`src/rtl/count_dir_pkg.sv`:
```
// Shared encodings for the count-bus direction decoder: FSM states and step classes.
package count_dir_pkg;

    typedef enum logic [1:0] {
        ST_IDLE = 2'd0,
        ST_ACQ  = 2'd1,
        ST_LOCK = 2'd2
    } state_e;

    typedef enum logic [2:0] {
        CLS_HOLD = 3'd0,
        CLS_UP   = 3'd1,
        CLS_DOWN = 3'd2,
        CLS_JUMP = 3'd3,
        CLS_CLR  = 3'd4
    } step_cls_e;

    function automatic logic cls_is_step(step_cls_e cls);
        return (cls == CLS_UP) || (cls == CLS_DOWN);
    endfunction

endpackage

```
`src/rtl/count_step_classifier.sv`:
```
// Combinational classifier: compares a new count sample with the previous one
// and names the step (hold/up/down/jump/clear), flagging wraps across all-ones<->0.
module count_step_classifier
    import count_dir_pkg::*;
#(
    parameter int WIDTH = 8
) (
    input  logic [WIDTH-1:0] prev_i,
    input  logic [WIDTH-1:0] count_in_i,
    output step_cls_e        cls_o,
    output logic             wrap_o
);

    logic [WIDTH-1:0] delta;

    assign delta = count_in_i - prev_i;

    // Ordered tests keep the classes mutually exclusive; CLR outranks JUMP.
    always_comb begin
        if (delta == WIDTH'(1))       cls_o = CLS_UP;
        else if (delta == '1)         cls_o = CLS_DOWN;
        else if (delta == '0)         cls_o = CLS_HOLD;
        else if (count_in_i == '0)    cls_o = CLS_CLR;
        else                          cls_o = CLS_JUMP;
    end

    assign wrap_o = ((cls_o == CLS_UP)   && (prev_i == '1)) ||
                    ((cls_o == CLS_DOWN) && (prev_i == '0));

endmodule

```
`src/rtl/count_dir_decoder.sv`:
```
// Receive-side tracker for an up/down counter bus: recovers direction, locks after
// LOCK_N same-direction steps, reports run length and step events. Macro COUNT_DIR_HOLD_ERR_EN
// makes a hold while locked an error (counted in err_cnt, drops lock); otherwise it is ignored.
module count_dir_decoder
    import count_dir_pkg::*;
#(
    parameter int WIDTH  = 8,
    parameter int LOCK_N = 3,
    parameter int RUN_W  = 8,
    parameter int ERR_W  = 8
) (
    input  logic             clk,
    input  logic             clr,
    input  logic             valid,
    input  logic [WIDTH-1:0] count_in,
    output logic             dir_out,
    output logic             locked,
    output logic             step_evt,
    output logic             wrap_evt,
    output logic             jump_evt,
    output logic             clr_evt,
    output logic [RUN_W-1:0] run_len,
    output logic [ERR_W-1:0] err_cnt
);

    localparam int ACQ_W = (LOCK_N < 1) ? 1 : $clog2(LOCK_N + 1);

    state_e           state_q, state_d;
    logic [WIDTH-1:0] prev_q, prev_d;
    logic [ACQ_W-1:0] acq_q, acq_d;
    logic             cand_q, cand_d;
    logic             dir_q, dir_d;
    logic             locked_q, locked_d;
    logic [RUN_W-1:0] run_q, run_d;
    logic             step_q, step_d, wrap_q, wrap_d, jump_q, jump_d, clre_q, clre_d;

    step_cls_e cls;
    logic      cls_wrap;
    logic      step_up;
    logic [RUN_W-1:0] run_inc;

    count_step_classifier #(.WIDTH(WIDTH)) u_classifier (
        .prev_i     (prev_q),
        .count_in_i (count_in),
        .cls_o      (cls),
        .wrap_o     (cls_wrap)
    );

    assign step_up = (cls == CLS_UP);
    assign run_inc = (run_q == '1) ? run_q : run_q + RUN_W'(1);

`ifdef COUNT_DIR_HOLD_ERR_EN
    logic [ERR_W-1:0] err_q, err_d;
`endif

    always_comb begin
        // NOTE: every target gets a default up front so no path can infer a latch.
        state_d = state_q;
        prev_d  = prev_q;
        acq_d   = acq_q;
        cand_d  = cand_q;
        dir_d   = dir_q;
        run_d   = run_q;
        step_d  = 1'b0;
        wrap_d  = 1'b0;
        jump_d  = 1'b0;
        clre_d  = 1'b0;
`ifdef COUNT_DIR_HOLD_ERR_EN
        err_d   = err_q;
`endif
        if (valid) begin
            prev_d = count_in;
            if (state_q == ST_IDLE) begin
                state_d = ST_ACQ;
                acq_d   = '0;
            end else begin
                step_d = cls_is_step(cls);
                wrap_d = cls_wrap;
                jump_d = (cls == CLS_JUMP);
                clre_d = (cls == CLS_CLR);
                if (state_q == ST_ACQ) begin
                    if (cls_is_step(cls)) begin
                        if (acq_q == '0 || step_up == cand_q) begin
                            acq_d = acq_q + ACQ_W'(1);
                            run_d = run_inc;
                        end else begin
                            acq_d = ACQ_W'(1);
                            run_d = RUN_W'(1);
                        end
                        cand_d = step_up;
                        if (acq_d >= ACQ_W'(LOCK_N)) begin
                            state_d = ST_LOCK;
                            dir_d   = step_up;
                        end
                    end else if (cls != CLS_HOLD) begin
                        acq_d = '0;
                        run_d = '0;
                    end
                end else begin
                    // Locked: a direction reversal is a legal mode change, so reacquire with it.
                    if (cls_is_step(cls)) begin
                        if (step_up == dir_q) begin
                            run_d = run_inc;
                        end else begin
                            state_d = ST_ACQ;
                            cand_d  = step_up;
                            acq_d   = ACQ_W'(1);
                            run_d   = RUN_W'(1);
                        end
                    end else if (cls != CLS_HOLD) begin
                        state_d = ST_ACQ;
                        acq_d   = '0;
                        run_d   = '0;
                    end else begin
`ifdef COUNT_DIR_HOLD_ERR_EN
                        state_d = ST_ACQ;
                        acq_d   = '0;
                        run_d   = '0;
                        err_d   = (err_q == '1) ? err_q : err_q + ERR_W'(1);
`endif
                    end
                end
            end
        end
        locked_d = (state_d == ST_LOCK);
    end

    // NOTE: sequential state uses non-blocking assignments so all flops update together.
    always_ff @(posedge clk) begin
        if (clr) begin
            state_q  <= ST_IDLE;
            prev_q   <= '0;
            acq_q    <= '0;
            cand_q   <= 1'b1;
            dir_q    <= 1'b1;
            locked_q <= 1'b0;
            run_q    <= '0;
            step_q   <= 1'b0;
            wrap_q   <= 1'b0;
            jump_q   <= 1'b0;
            clre_q   <= 1'b0;
        end else begin
            state_q  <= state_d;
            prev_q   <= prev_d;
            acq_q    <= acq_d;
            cand_q   <= cand_d;
            dir_q    <= dir_d;
            locked_q <= locked_d;
            run_q    <= run_d;
            step_q   <= step_d;
            wrap_q   <= wrap_d;
            jump_q   <= jump_d;
            clre_q   <= clre_d;
        end
    end

`ifdef COUNT_DIR_HOLD_ERR_EN
    always_ff @(posedge clk) begin
        if (clr) err_q <= '0;
        else     err_q <= err_d;
    end
    assign err_cnt = err_q;
`else
    assign err_cnt = '0;
`endif

    assign dir_out  = dir_q;
    assign locked   = locked_q;
    assign step_evt = step_q;
    assign wrap_evt = wrap_q;
    assign jump_evt = jump_q;
    assign clr_evt  = clre_q;
    assign run_len  = run_q;

endmodule
```
`config.mk`:
```
export PLATFORM = sky130hd
export DESIGN_NAME = count_dir_decoder
export DESIGN_NICKNAME = d
export VERILOG_FILES = /design/src/rtl/count_dir_pkg.sv /design/src/rtl/count_step_classifier.sv /design/src/rtl/count_dir_decoder.sv
export SDC_FILE = /design/constraint.sdc
export NUM_CORES = 1
export LEC_CHECK = 0
export ABC_AREA = 1
export CORE_MARGIN = 1
export CORE_UTILIZATION = 50
export CTS_CLUSTER_SIZE = 30
export DETAILED_ROUTE_END_ITERATION = 10
export PLACE_DENSITY = 0.83
export REMOVE_ABC_BUFFERS = 1
export SYNTH_ARGS = -nofsm -noshare
export SYNTH_HDL_FRONTEND = slang
export SYNTH_SLANG_ARGS = --single-unit
```
`constraint.sdc`:
```
create_clock -name clk -period 2.9 [get_ports clk]
set_input_delay 0.58 -clock clk [delete_from_list [all_inputs] [get_ports clk]]
set_output_delay 0.58 -clock clk [all_outputs]
set_load 0.01 [all_outputs]
```
# Yosys cells after proc, flatten, opt, wreduce, memory -nomap -nowiden
# Index checks and enable logic that the tools add are counted.
# word_totals
reg_bits,27
in_bits,11
out_inout_bits,22
# classes
n_addsub,3
magnitude_cmp,1
eq_ne,14
n_mux,34
n_bitwise,2
n_reduce_logical,16
# op_table
operator,count
$mux W8,7
$mux W2,19
$eq A8 B8 Y1 const B,3
$logic_not A8 Y1,3
$mux W3,4
$add A8 B1 Y8 const B,1
$eq A8 B1 Y1 const B,1
$sub A8 B8 Y8,1
$eq A3 B2 Y1 const B,2
$reduce_and A5 Y1,1
$logic_not A2 Y1,2
$mux W1,4
$ne A4 B4 Y1 const B,1
$reduce_and A2 Y1,2
$reduce_and A4 Y1,1
$eq A3 B1 Y1 const B,1
$eq A3 B3 Y1 const B,1
$logic_or A1 B1 Y1,3
$reduce_bool A3 Y1,1
$reduce_or A3 Y1,1
$add A2 B1 Y2 const B,1
$eq A1 B1 Y1,2
$eq A2 B1 Y1 const B,1
$eq A2 B2 Y1 const B,1
4 further kinds,6

# Longest topological paths before layout
# depth
ltp_word,20
mapped_depth,20

# Cells and area by module
# Synthesis repeated with hierarchy kept, for this count alone.
# hier_totals
hier_cells,323
hier_area_um2,2083.2
# modules_own_cells
mod,instances,cells_each,area_each_um2
count_dir_decoder,1,212,1467.7
count_step_classifier,1,111,615.6

# Worst setup path before layout
# No wires, ideal clock.
# synth_path
path_kind,in2reg
from,input port count_in[0]
to,register run_q[1] (netlist: run_len[1])
arrival_time_ns,2.566
t_required_ns,2.832
path_slack_ns,0.266
stages,17
n_path_buf,0
path_cell_list,inv_1 -> ha_1 -> fa_1 -> inv_1 -> nand2_1 -> nand2_1 -> nand2_1 -> xnor2_1 -> nor2_2 -> nand3_4 -> nand2_4 -> nand3_2 -> nand2_2 -> nand2_2 -> nor2_4 -> nand2_2 -> a21oi_2
# synth_between
elab_chain_cells,11
elab_cells_between_ends,22
classes_between,add/sub: 1; eq/ne: 6; mux: 10; reduce/logical: 5
# synth_rtl
item,line_no,rtl
"start, declared",count_dir_decoder.sv:15,"input logic [WIDTH-1:0] count_in,"
$sub A8 B8 Y8 / $logic_not A8 Y1 (equally long branches),"count_step_classifier.sv:16, count_step_classifier.sv:23",
$logic_not A8 Y1 / $mux W3 (equally long branches),"count_step_classifier.sv:22, count_step_classifier.sv:23",
$mux W3,count_step_classifier.sv:22,else if (delta == '0) cls_o = CLS_HOLD;
$mux W3,count_step_classifier.sv:21,else if (delta == '1) cls_o = CLS_DOWN;
$mux W3 *,count_step_classifier.sv:20,if (delta == WIDTH'(1)) cls_o = CLS_UP;
$eq A3 B1 Y1,"count_dir_pkg.sv:19, count_dir_decoder.sv:49",
$eq A1 B1 Y1,count_dir_decoder.sv:83,if (acq_q == '0 || step_up == cand_q) begin
$logic_or A1 B1 Y1,count_dir_decoder.sv:83,
$mux W8,count_dir_decoder.sv:83,
$mux W8,count_dir_decoder.sv:82,if (cls_is_step(cls)) begin
$mux W8 *,count_dir_decoder.sv:81,if (state_q == ST_ACQ) begin
"end signal, assigned",count_dir_decoder.sv:149,run_q <= run_d;
"end, declared",count_dir_decoder.sv:34,"logic [RUN_W-1:0] run_q, run_d;"
# Mark *: on every way between the ends. The rest lies on a longest branch, timed or not.
# A chain may end at the register's enable or synchronous reset.

# Final worst setup path
# layout_path
from,input port count_in[2]
to,register cand_q
# layout_between
elab_chain_cells,9
elab_cells_between_ends,19
classes_between,add/sub: 1; eq/ne: 6; mux: 8; reduce/logical: 4
# layout_rtl
item,line_no,rtl
$sub A8 B8 Y8 / $logic_not A8 Y1 (equally long branches),"count_step_classifier.sv:16, count_step_classifier.sv:23",
$logic_not A8 Y1 / $mux W3 (equally long branches),"count_step_classifier.sv:22, count_step_classifier.sv:23",
$mux W3,count_step_classifier.sv:22,
$mux W3,count_step_classifier.sv:21,
$mux W3 *,count_step_classifier.sv:20,
$eq A3 B1 Y1,"count_dir_pkg.sv:19, count_dir_decoder.sv:49",
$eq A1 B1 Y1 / $mux W1 (equally long branches),count_dir_decoder.sv:102,if (step_up == dir_q) begin
$ne A2 B2 Y1 (no source line) / $mux W1 (equally long branches),-,
$reduce_and A4 Y1 (no source line) / $mux W1 (equally long branches),-,
"end signal, assigned",count_dir_decoder.sv:146,cand_q <= cand_d;
"end, declared",count_dir_decoder.sv:31,"logic cand_q, cand_d;"
# Mark *: on every way between the ends. The rest lies on a longest branch, timed or not. The select of a mux whose other input is x is not followed.

==> flow_summary.toml <==
[detailed_routing]
drt-total-wl_mm = 4.94
first_iter_violations = 208
vias_per_cell = 5.25
vias = 2062
dr.pass1.iters = 4
postRouteAntennaNets = 0
drc_errors = 0
wire_per_inst_um = 12.6

[placement]
dpl.cell_count = 384
dpl.hpwl_mm = 3.60
port-buffer-count = 24
gp_congestion = 0.908

[logic_synthesis]
synth-simple-area-share = 0.347
synth_mux_area_frac = 0.00507
syn_area_um2 = 1970
synth_area_leaders = "dfxtp_1 27%, nand2_1 11%, inv_1 9.5%"
ys_types = 36
synthXorXnorAreaFrac = 0.0216
netlist.area_leader.share = 0.274
ys_ff_latch = 27
yosysTopAreaCell = "dfxtp_1"
synth_adder_area_share = 0.0736
syn_inst = 293
synth_top_family_by_area = "simple AND/OR/NAND/NOR gates"
async_flop_share = 0
synth_warnings = 0
synth_compound_area_frac = 0.139
avgSynthCellArea_um2 = 6.73
synth_flop_cell = "dfxtp_1"
ys_seq_area_frac = 0.274
synth_edf_count = 0

[setup_path]
arrival_ns = 2.90
reg2reg_depth = 16
worstReg2RegStart = "prev_q[0]$_SDFFE_PP0P_"
endpoint_kind = "register"
cp_max_fo = 6
start_kind = "input port"
path_class = "in -> reg"
cp_data_required_time_ns = 3.06
startpoint = "count_in[2]"

[sta]
fin_worst_skew_ns = 0.00426
drv_slew = 0
max_slew_margin = 0.547
finalSetupViolCount = 0
post-route-period-util = 0.943
timing.fmax_mhz = 366
holdWs_ns = 0.467
final.setup.tns_ns = 0
tightestPinTransition_ns = 0.674
hold_violations = 0
rsz0062_at_grt = "yes"
fin_crit_ns = 2.74

[grt]
grt_pass1_vias = 1851
grt_first_pass_wirelength_mm = 8.05
grt_max_degree = 15
grt_use_total = 0.243
antenna_found_initial = 0
overflow = 0

[cts]
cts_tree = "done"
clock_sinks = 27
cts.reportedPaths.clkPinSlew_ns = 0.09
worstSkewPairLatency_ns = 0.27
clockBufferDepth = 2
htree_levels = 1
root_buffer = "clkbuf_8"
cts_buffers = 3

[hold_path]
hold_start = "acq_q[1]$_SDFFE_PP0P_"
hold_path_class = "reg -> reg"
hold_depth = 2

[layout]
area_growth_pct = 31.8
diodes = 0
final_cells = 393
final_nets = 368
post_route_cells_drive_above_1_share = 0.220

[die]
die_area_um2 = 4200
die_y_um = 64.8
rows = 22
start_util = 0.531
ioPinCount = 33
dieWidth_um = 64.8
core_area_um2 = 3720

[job]
cap_violations = 0

[power_and_ir_drop]
vdd_drop_max_mv = 0.274
leakagePower_nw = 1.18
total_power_uw = 889
pwr_density_cell_nw_per_um2 = 342

[outcome]
status = "finished clean"
worst max-delay path, cell delays in order:
cell	delay [ns]
clkdlybuf4s50_1	0.56
ha_4	0.26
a21oi_2	0.15
nand2_1	0.11
nand2_1	0.10
nand2_1	0.11
nor3_4	0.22
nand3_4	0.13
nand2_4	0.12
inv_2	0.06
nor2_1	0.14
o21ai_0	0.14
a21oi_1	0.13
o21ai_0	0.08
registers in the layout (all words and copies together) (netlist names), 2 cells and up:
signal	cells
prev_q	8
run_len	8
acq_q	2
state_q	2
layout make-up:
cell class,count,area (um2)
timing repair buffer,53,462
inverter,51,191
fill,299,1110
sequential,27,541
clock buffer,4,45.0
multi-input combinational,210,1300
tap,48,60.1
worst paths after layout:
check / to / slack [ns]
setup reg to reg: cand_q$_SDFFE_PP1P_ / 0.45
hold reg to reg: acq_q[1]$_SDFFE_PP0P_ / 0.47
hold / removal: acq_q[1]$_SDFFE_PP0P_ / 0.47
setup / recovery: cand_q$_SDFFE_PP1P_ / 0.16
layout by cell type (no fill, tap or decap), types with 8 or more instances in the layout:
master,count
nand2_1,54
inv_1,49
buf_4,29
dfxtp_1,27
a21oi_1,24
clkdlybuf4s50_1,21
nor2_1,16
nand3_1,16
nand2_2,15
o21ai_0,15
nand4_1,10
conb_1,8
report_power, final:
part	leakage (nW)	total [mW]	switching, mW	internal [mW]
Clock	0.0228	0.213	0.115	0.0985
Sequential	0.220	0.388	0.00665	0.381
Combinational	0.936	0.288	0.165	0.123
Total	1.18	0.889	0.286	0.602
logic make-up (layout without fill, tap and decap cells):
kind of cell               count (synthesis)  in the layout
and+or+nand+nor                          137            137
buffers and inverters                     63            108
AOI/OAI and AO/OA                         49             49
DFF                                       27             27
adders and majority gates                 11             11
xor gates and xnor gates                   4              4
other                                      1              8
muxes                                      1              1
metrics by stage:
step	setup WS, ns	util	area (um2)
after floorplan	0.268	-	1920
after global placement	-0.318	0.646	2400
after detailed placement	-0.374	0.646	2400
after CTS	0.128	0.672	2500
after global routing	-0.0182	0.700	2600
final	0.165	0.700	2600
synthesized netlist by cell type, types with 3 or more instances:
cell type and n:
a21oi_1 25, a21oi_2 4, buf_4 8, clkbuf_1 3
dfxtp_1 27, ha_1 10, inv_1 50, nand2_1 60
nand2_2 9, nand3_1 18, nand3_2 3, nand4_1 10
nor2_1 17, nor3_1 4, nor4_1 5, o21ai_0 15
per-layer routing:
layer	vias up	part of all wire	GRT usage	wire [um]
li1	1038	-	-	-
met1	950	0.44	0.304	2190
met2	64	0.48	0.427	2370
met3	10	0.060	0.0440	297
met4	0	0.017	0.0528	82
met5	-	0	0	0
repair_timing:
action / CTS / global route
setup buffers: 4 / 1
hold buffers: 0 / 0
resized for setup: 7 / 18
setup endpoints to repair: 10 / 13
gates cloned: 0 / 0
pin swaps: 8 / 10
Power figures use the tool's default switching activity.
